--- src/rtl/tile_map_server.sv ---
// Maze tile RAM server: builds the starting layout after reset, then serves
// one read/write request at a time. Optional score output under TILE_MAP_SCORE_EN.
module tile_map_server #(
  parameter int MAP_W = 24,
  parameter int MAP_H = 24
) (
  input  logic       clock,
  input  logic       reset,
  input  logic       req_valid,
  input  logic       req_write,
  input  logic [4:0] req_x,
  input  logic [4:0] req_y,
  input  logic [2:0] req_data,
  output logic       req_ready,
  output logic       rsp_valid,
  output logic [2:0] rsp_sprite,
  output logic [9:0] dots_left,
  output logic       level_clear,
  output logic       init_done
`ifdef TILE_MAP_SCORE_EN
  ,output logic [15:0] score
`endif
);
  localparam int DEPTH = MAP_W * MAP_H;
  localparam int AW    = $clog2(DEPTH);
  localparam logic [4:0]    XL       = 5'(MAP_W - 1);
  localparam logic [4:0]    YL       = 5'(MAP_H - 1);
  localparam logic [5:0]    W6       = 6'(MAP_W);
  localparam logic [5:0]    H6       = 6'(MAP_H);
  localparam logic [AW-1:0] ALAST    = AW'(DEPTH - 1);
  localparam logic [9:0]    INTERIOR = 10'((MAP_W - 2) * (MAP_H - 2));
  localparam logic [2:0]    S_EMPTY  = 3'b000;
  localparam logic [2:0]    S_PELLET = 3'b001;
  localparam logic [2:0]    S_DOT    = 3'b010;
  localparam logic [2:0]    S_WALL   = 3'b011;

  typedef enum logic [1:0] {INIT, IDLE, ACCESS, RESP} state_t;
  state_t state_q, state_d;

  logic [2:0]    mem [DEPTH];
  logic [4:0]    ix_q, ix_d, iy_q, iy_d;
  logic [AW-1:0] iaddr_q, iaddr_d, addr_q, addr_d;
  logic          wr_q, wr_d, inr_q, inr_d, done_q, done_d;
  logic [2:0]    data_q, data_d, rsp_q, rsp_d;
  logic [9:0]    dots_q, dots_d;

  logic          we;
  logic [AW-1:0] wa;
  logic [2:0]    wd, rd;
  logic [10:0]   lin;
  logic          border_t, corner_t;

  function automatic logic is_dot(input logic [2:0] v);
    return (v == S_DOT) || (v == S_PELLET);
  endfunction

  assign lin      = 11'(req_y) * 11'(MAP_W) + 11'(req_x);
  assign border_t = (ix_q == 5'd0) || (iy_q == 5'd0) || (ix_q == XL) || (iy_q == YL);
  assign corner_t = ((ix_q == 5'd1) || (ix_q == XL - 5'd1)) &&
                    ((iy_q == 5'd1) || (iy_q == YL - 5'd1));
  // Out-of-range requests never touch the RAM and always see a wall
  assign rd       = inr_q ? mem[addr_q] : S_WALL;

  always_comb begin
    state_d = state_q;
    ix_d    = ix_q;
    iy_d    = iy_q;
    iaddr_d = iaddr_q;
    addr_d  = addr_q;
    wr_d    = wr_q;
    inr_d   = inr_q;
    data_d  = data_q;
    rsp_d   = rsp_q;
    dots_d  = dots_q;
    done_d  = done_q;
    we      = 1'b0;
    wa      = addr_q;
    wd      = data_q;
    case (state_q)
      INIT: begin
        we      = 1'b1;
        wa      = iaddr_q;
        wd      = border_t ? S_WALL : (corner_t ? S_PELLET : S_DOT);
        iaddr_d = iaddr_q + 1'b1;
        if (ix_q == XL) begin
          ix_d = 5'd0;
          iy_d = iy_q + 5'd1;
        end else begin
          ix_d = ix_q + 5'd1;
        end
        if (iaddr_q == ALAST) begin
          state_d = IDLE;
          dots_d  = INTERIOR;
          done_d  = 1'b1;
        end
      end
      IDLE: begin
        if (req_valid) begin
          addr_d  = lin[AW-1:0];
          inr_d   = ({1'b0, req_x} < W6) && ({1'b0, req_y} < H6);
          wr_d    = req_write;
          data_d  = req_data;
          state_d = ACCESS;
        end
      end
      ACCESS: begin
        rsp_d   = rd;
        state_d = RESP;
        if (wr_q && inr_q) begin
          we = 1'b1;
          if (is_dot(rd) && !is_dot(data_q))      dots_d = dots_q - 10'd1;
          else if (!is_dot(rd) && is_dot(data_q)) dots_d = dots_q + 10'd1;
        end
      end
      RESP:    state_d = IDLE;
      default: state_d = INIT;
    endcase
  end

  always_ff @(posedge clock) begin
    if (we && !reset) mem[wa] <= wd;
  end

  always_ff @(posedge clock) begin
    if (reset) begin
      state_q <= INIT;
      ix_q    <= '0;
      iy_q    <= '0;
      iaddr_q <= '0;
      addr_q  <= '0;
      wr_q    <= 1'b0;
      inr_q   <= 1'b0;
      data_q  <= '0;
      rsp_q   <= '0;
      dots_q  <= '0;
      done_q  <= 1'b0;
    end else begin
      state_q <= state_d;
      ix_q    <= ix_d;
      iy_q    <= iy_d;
      iaddr_q <= iaddr_d;
      addr_q  <= addr_d;
      wr_q    <= wr_d;
      inr_q   <= inr_d;
      data_q  <= data_d;
      rsp_q   <= rsp_d;
      dots_q  <= dots_d;
      done_q  <= done_d;
    end
  end

  assign req_ready   = (state_q == IDLE);
  assign rsp_valid   = (state_q == RESP);
  assign rsp_sprite  = rsp_q;
  assign dots_left   = dots_q;
  assign init_done   = done_q;
  assign level_clear = done_q && (dots_q == 10'd0);

`ifdef TILE_MAP_SCORE_EN
  logic [15:0] score_q;
  logic [5:0]  score_inc;
  logic [16:0] score_sum;

  // Eating a dot or pellet means overwriting it with empty
  always_comb begin
    score_inc = 6'd0;
    if (state_q == ACCESS && wr_q && inr_q && data_q == S_EMPTY) begin
      if (rd == S_DOT)         score_inc = 6'd10;
      else if (rd == S_PELLET) score_inc = 6'd50;
    end
  end

  assign score_sum = {1'b0, score_q} + 17'(score_inc);

  always_ff @(posedge clock) begin
    if (reset) score_q <= '0;
    else       score_q <= score_sum[16] ? 16'hFFFF : score_sum[15:0];
  end

  assign score = score_q;
`endif
endmodule

--- config.mk ---
export PLATFORM = sky130hd
export DESIGN_NAME = tile_map_server
export DESIGN_NICKNAME = d
export VERILOG_FILES = /design/src/rtl/tile_map_server.sv
export SDC_FILE = /design/constraint.sdc
export NUM_CORES = 2
export LEC_CHECK = 0
export ABC_AREA = 0
export BUFFER_PORTS_ARGS = -buffer_cell sky130_fd_sc_hd__buf_2
export CORE_UTILIZATION = 45
export CTS_CLUSTER_DIAMETER = 50
export DETAILED_ROUTE_END_ITERATION = 16
export GPL_TIMING_DRIVEN = 0
export SYNTH_ARGS = -nofsm -noshare
export SYNTH_HDL_FRONTEND = slang
export SYNTH_SLANG_ARGS = --single-unit
--- constraint.sdc ---
create_clock -name clock -period 22 [get_ports clock]
set_clock_uncertainty 0.1 [all_clocks]
set_input_delay 1.1 -clock clock [delete_from_list [all_inputs] [get_ports clock]]
set_output_delay 1.1 -clock clock [all_outputs]
set_load 0.01 [all_outputs]
==> impl_metrics.env <==
export IMPL_ant_nets=0
export IMPL_cap_violations=9
export IMPL_vias_per_cell=6.61
export IMPL_rows=146
export IMPL_async_flop_share_pct=0
export IMPL_num_io_pins=34
export IMPL_fin_area_mm2=0.0825
export IMPL_reg2reg_depth=24
export IMPL_cts_resized=0
export IMPL_slowest_stage="clkbuf_1"
export IMPL_cpMostUsedCell="buf_4"
export IMPL_regToRegEndpoint="dots_left[9]$_SDFFE_PP0P_"
export IMPL_status="complete, but fails checks"
export IMPL_slowest_delay_ps=940
export IMPL_n_fill_cell=12600
export IMPL_synth_avg_cell_area_um2=19.2
export IMPL_ys_types=77
export IMPL_ir_drop_uv=74.9
export IMPL_hold_viol=0
export IMPL_cp_cell_sequence="buf_4 > buf_4 > buf_4 > buf_4 > buf_2 > clkbuf_1 > mux4_2 > mux2i_1 > o211ai_1 > a21oi_1 > a22oi_1 > nand4_1 > and4_1 > nor3_2 > ha_1 > ha_1 > a21o_1 > a21oi_1 > o21bai_1 > a21oi_1 > o21bai_1 > a21o_1 > a2111o_1 > o211ai_1"
export IMPL_switching_share_pct=20.4
export IMPL_cts_sinks=1789
export IMPL_cp_start_kind="register"
export IMPL_drive_gt1_share_pct=24.1
export IMPL_final_cell_mix="edfxtp_1, nor2_1, mux4_2, clkbuf_16, clkbuf_1"
export IMPL_cp_endpoint="dots_left[9]$_SDFFE_PP0P_"
export IMPL_p_clk_share_pct=46.5
export IMPL_critical_path_top_delay_family="buffers and inverters"
export IMPL_cp_num_buf_inv=6
export IMPL_hp_class="reg2reg"
export IMPL_cp_max_fo=11
export IMPL_num_vias=41600
export IMPL_grt_ovfl_total=0
export IMPL_p_int_mw=5.54
export IMPL_regToRegSetupSlack_ps=13270
export IMPL_timing_final_crit_share_pct=39.7
export IMPL_grt_setup_unrepaired="false"
export IMPL_p_switching_mw=1.42
export IMPL_die_area_mm2=0.162
export IMPL_end_kind="register"
export IMPL_cts_htree_levels=4
export IMPL_syn_to_final_growth_pct=14.1
export IMPL_clk_path_buf_depth=3
export IMPL_dr_pass1_iters=7
export IMPL_layout_commonest_cell="edfxtp_1"
export IMPL_grt_pass1_wl_mm=337
export IMPL_maxSlewViolCount=52
export IMPL_wl_per_cell_um=39.7
export IMPL_clk_pin_slew_ps=60
export IMPL_final_nets=4099
export IMPL_synthCells=3775
export IMPL_die_w_um=403
export IMPL_placed_cell_area_mm2=0.0762
export IMPL_synth_edff_count=1728
export IMPL_syn_area_mm2=0.0723
export IMPL_drt_total_wl_mm=250
export IMPL_coreArea_mm2=0.159
export IMPL_place_congestion=0.912
export IMPL_ctsHoldBuffers=0
export IMPL_drc=0
export IMPL_placed_cells=5927
export IMPL_fp_dieH_um=403
export IMPL_root_buffer="clkbuf_16"
export IMPL_p_leak_nw=24.2
export IMPL_cts_tree="built"
export IMPL_post_cts_buffers=0
export IMPL_antenna_found_initial=19
export IMPL_io_buffer_count=33
export IMPL_fmax_mhz=115
export IMPL_arrival_ps=9370
export IMPL_grt_max_degree=94
export IMPL_crit_type="reg2reg"
export IMPL_seqPwrFrac_pct=52.8
export IMPL_critical_path_cell_count=24
export IMPL_dpl_hpwl_mm=163
export IMPL_yosysWarnings=0
export IMPL_period_minus_slack_ps=8730
export IMPL_power_density_mw_per_mm2=84.4
export IMPL_worst_slew_margin_rel_pct=-2.23
export IMPL_clock_latency_ps=840
export IMPL_yosys_register_bits=1789
export IMPL_initial_core_util_pct=45.5
export IMPL_worst_endpoint_required_ps=22640
export IMPL_layout_cells_non_filler=6294
export IMPL_violations="max-capacitance violations, max-slew violations"
export IMPL_fin_total_pwr_mw=6.97
export IMPL_drt_iter0_markers=7445
export IMPL_synth_net_count=3826
export IMPL_p_comb_share_pct=0.7
export IMPL_cts_buffers=191
export IMPL_grt_usage_pct=31.0
export IMPL_yosysSeqAreaShare_pct=73.4
export IMPL_setup_viol=0
export IMPL_synth_flop_cell="edfxtp_1"
export IMPL_worstMarginPinSlew_ps=1530
export IMPL_grt_pass1_vias=39800
cells in the mapped netlist (6+ instances only):
library cell / n / area (um2)
nor2b_1: 15 / 93.8
buf_4: 25 / 188
edfxtp_1: 1728 / 51900
nor3_1: 13 / 65.1
buf_2: 36 / 180
clkbuf_1: 140 / 526
a211oi_1: 14 / 105
nand2b_1: 6 / 37.5
xor2_1: 12 / 105
mux2i_1: 30 / 300
mux4_1: 9 / 236
a22oi_1: 48 / 360
mux4_2: 504 / 11400
ha_1: 31 / 388
and3_1: 10 / 62.6
a21oi_1: 45 / 225
nand3_1: 45 / 225
a22o_1: 9 / 78.8
dfxtp_1: 61 / 1220
buf_1: 18 / 67.6
nand4_1: 12 / 75.1
nor4_1: 6 / 37.5
o21ai_0: 18 / 90.1
a31oi_1: 7 / 43.8
buf_6: 25 / 282
nor2_1: 637 / 2390
nand2_1: 115 / 432
o211ai_1: 7 / 52.6
inv_1: 27 / 101
xnor2_1: 15 / 131
power by group through the flow:
stage | clock (mW) | sequential, mW | combinational [mW]
6_report | 3.24 | 3.68 | 0.0483
5_1_grt | 3.37 | 3.68 | 0.0498
4_1_cts | 3.24 | 3.68 | 0.0469
3_5_place_dp | 0 | 3.75 | 0.0468
3_3_place_gp | 0 | 3.76 | 0.0452
2_1_floorplan | 0 | 3.75 | 0.0240
stage by stage:
stage	hold slack, ps	util (%)	TNS, ps	setup WS [ps]
2_1_floorplan	340	-	0	3380
3_3_place_gp	365	47.3	-7650520	-11730
3_5_place_dp	370	48.0	0	13560
4_1_cts	378	51.9	0	13520
5_1_grt	409	51.9	0	13250
6_report	373	51.9	0	13270
worst min-delay path, delay by kind of cell (launching register included):
family             cells  cell delay (ps)
AOI/OAI and AO/OA      1               50
DFF                    1              320
and+or+nand+nor        1               60
cells by family (layout without fill, tap and decap cells):
| family | Yosys count | count (layout) | synth area share, % |
|---|---|---|---|
| buf+inv | 282 | 716 | 2.08 |
| flops | 1789 | 1789 | 73.4 |
| fa+ha+maj | 34 | 34 | 0.619 |
| other cells | 0 | 13 | 0 |
| xor+xnor | 27 | 27 | 0.327 |
| simple gates | 893 | 893 | 5.09 |
| mux | 546 | 546 | 16.5 |
| compound gates | 204 | 204 | 1.97 |
metal layers:
layer	global-route usage, %	vias up	share of wire (%)
li1	-	15800	-
met1	42.1	22000	37
met2	46.1	3197	45
met3	9.24	581	13
met4	14.1	18	5.0
met5	0	-	0.055
sequential cells by signal (all words and copies together) (netlist names), 3 cells and up, named ones only:
| name | flops |
|---|---|
| addr_q | 10 |
| mem | 1728 |
| dots_left | 10 |
| ix_q | 5 |
| iy_q | 5 |
| data_q | 3 |
| iaddr_q | 10 |
| rsp_sprite | 3 |
worst min-delay path by stage:
stage / from / to / slack, ps / cells past startpoint
after floorplan: data_q[2]$_SDFFE_PP0P_ / data_q[2]$_SDFFE_PP0P_ / 340 / 2
after global placement: data_q[2]$_SDFFE_PP0P_ / data_q[2]$_SDFFE_PP0P_ / 370 / 2
after detailed placement: data_q[2]$_SDFFE_PP0P_ / data_q[2]$_SDFFE_PP0P_ / 370 / 2
after CTS: data_q[2]$_SDFFE_PP0P_ / data_q[2]$_SDFFE_PP0P_ / 380 / 2
after global routing: data_q[2]$_SDFFE_PP0P_ / data_q[2]$_SDFFE_PP0P_ / 410 / 2
final: data_q[2]$_SDFFE_PP0P_ / data_q[2]$_SDFFE_PP0P_ / 370 / 2
final cells by class:
type,instances,area [um2],area share (%)
Buffer,253,1450,1.76
Timing Repair Buffer,80,1190,1.44
Tap cell,2072,2590,3.14
Clock buffer,237,5100,6.18
Inverter,29,110,0.133
Sequential cell,1789,53100,64.4
Antenna cell,13,32.5,0.0394
Clock inverter,117,1130,1.36
Multi-Input combinational cell,1704,17800,21.6
Note: power is estimated with default switching activity, not from simulation.
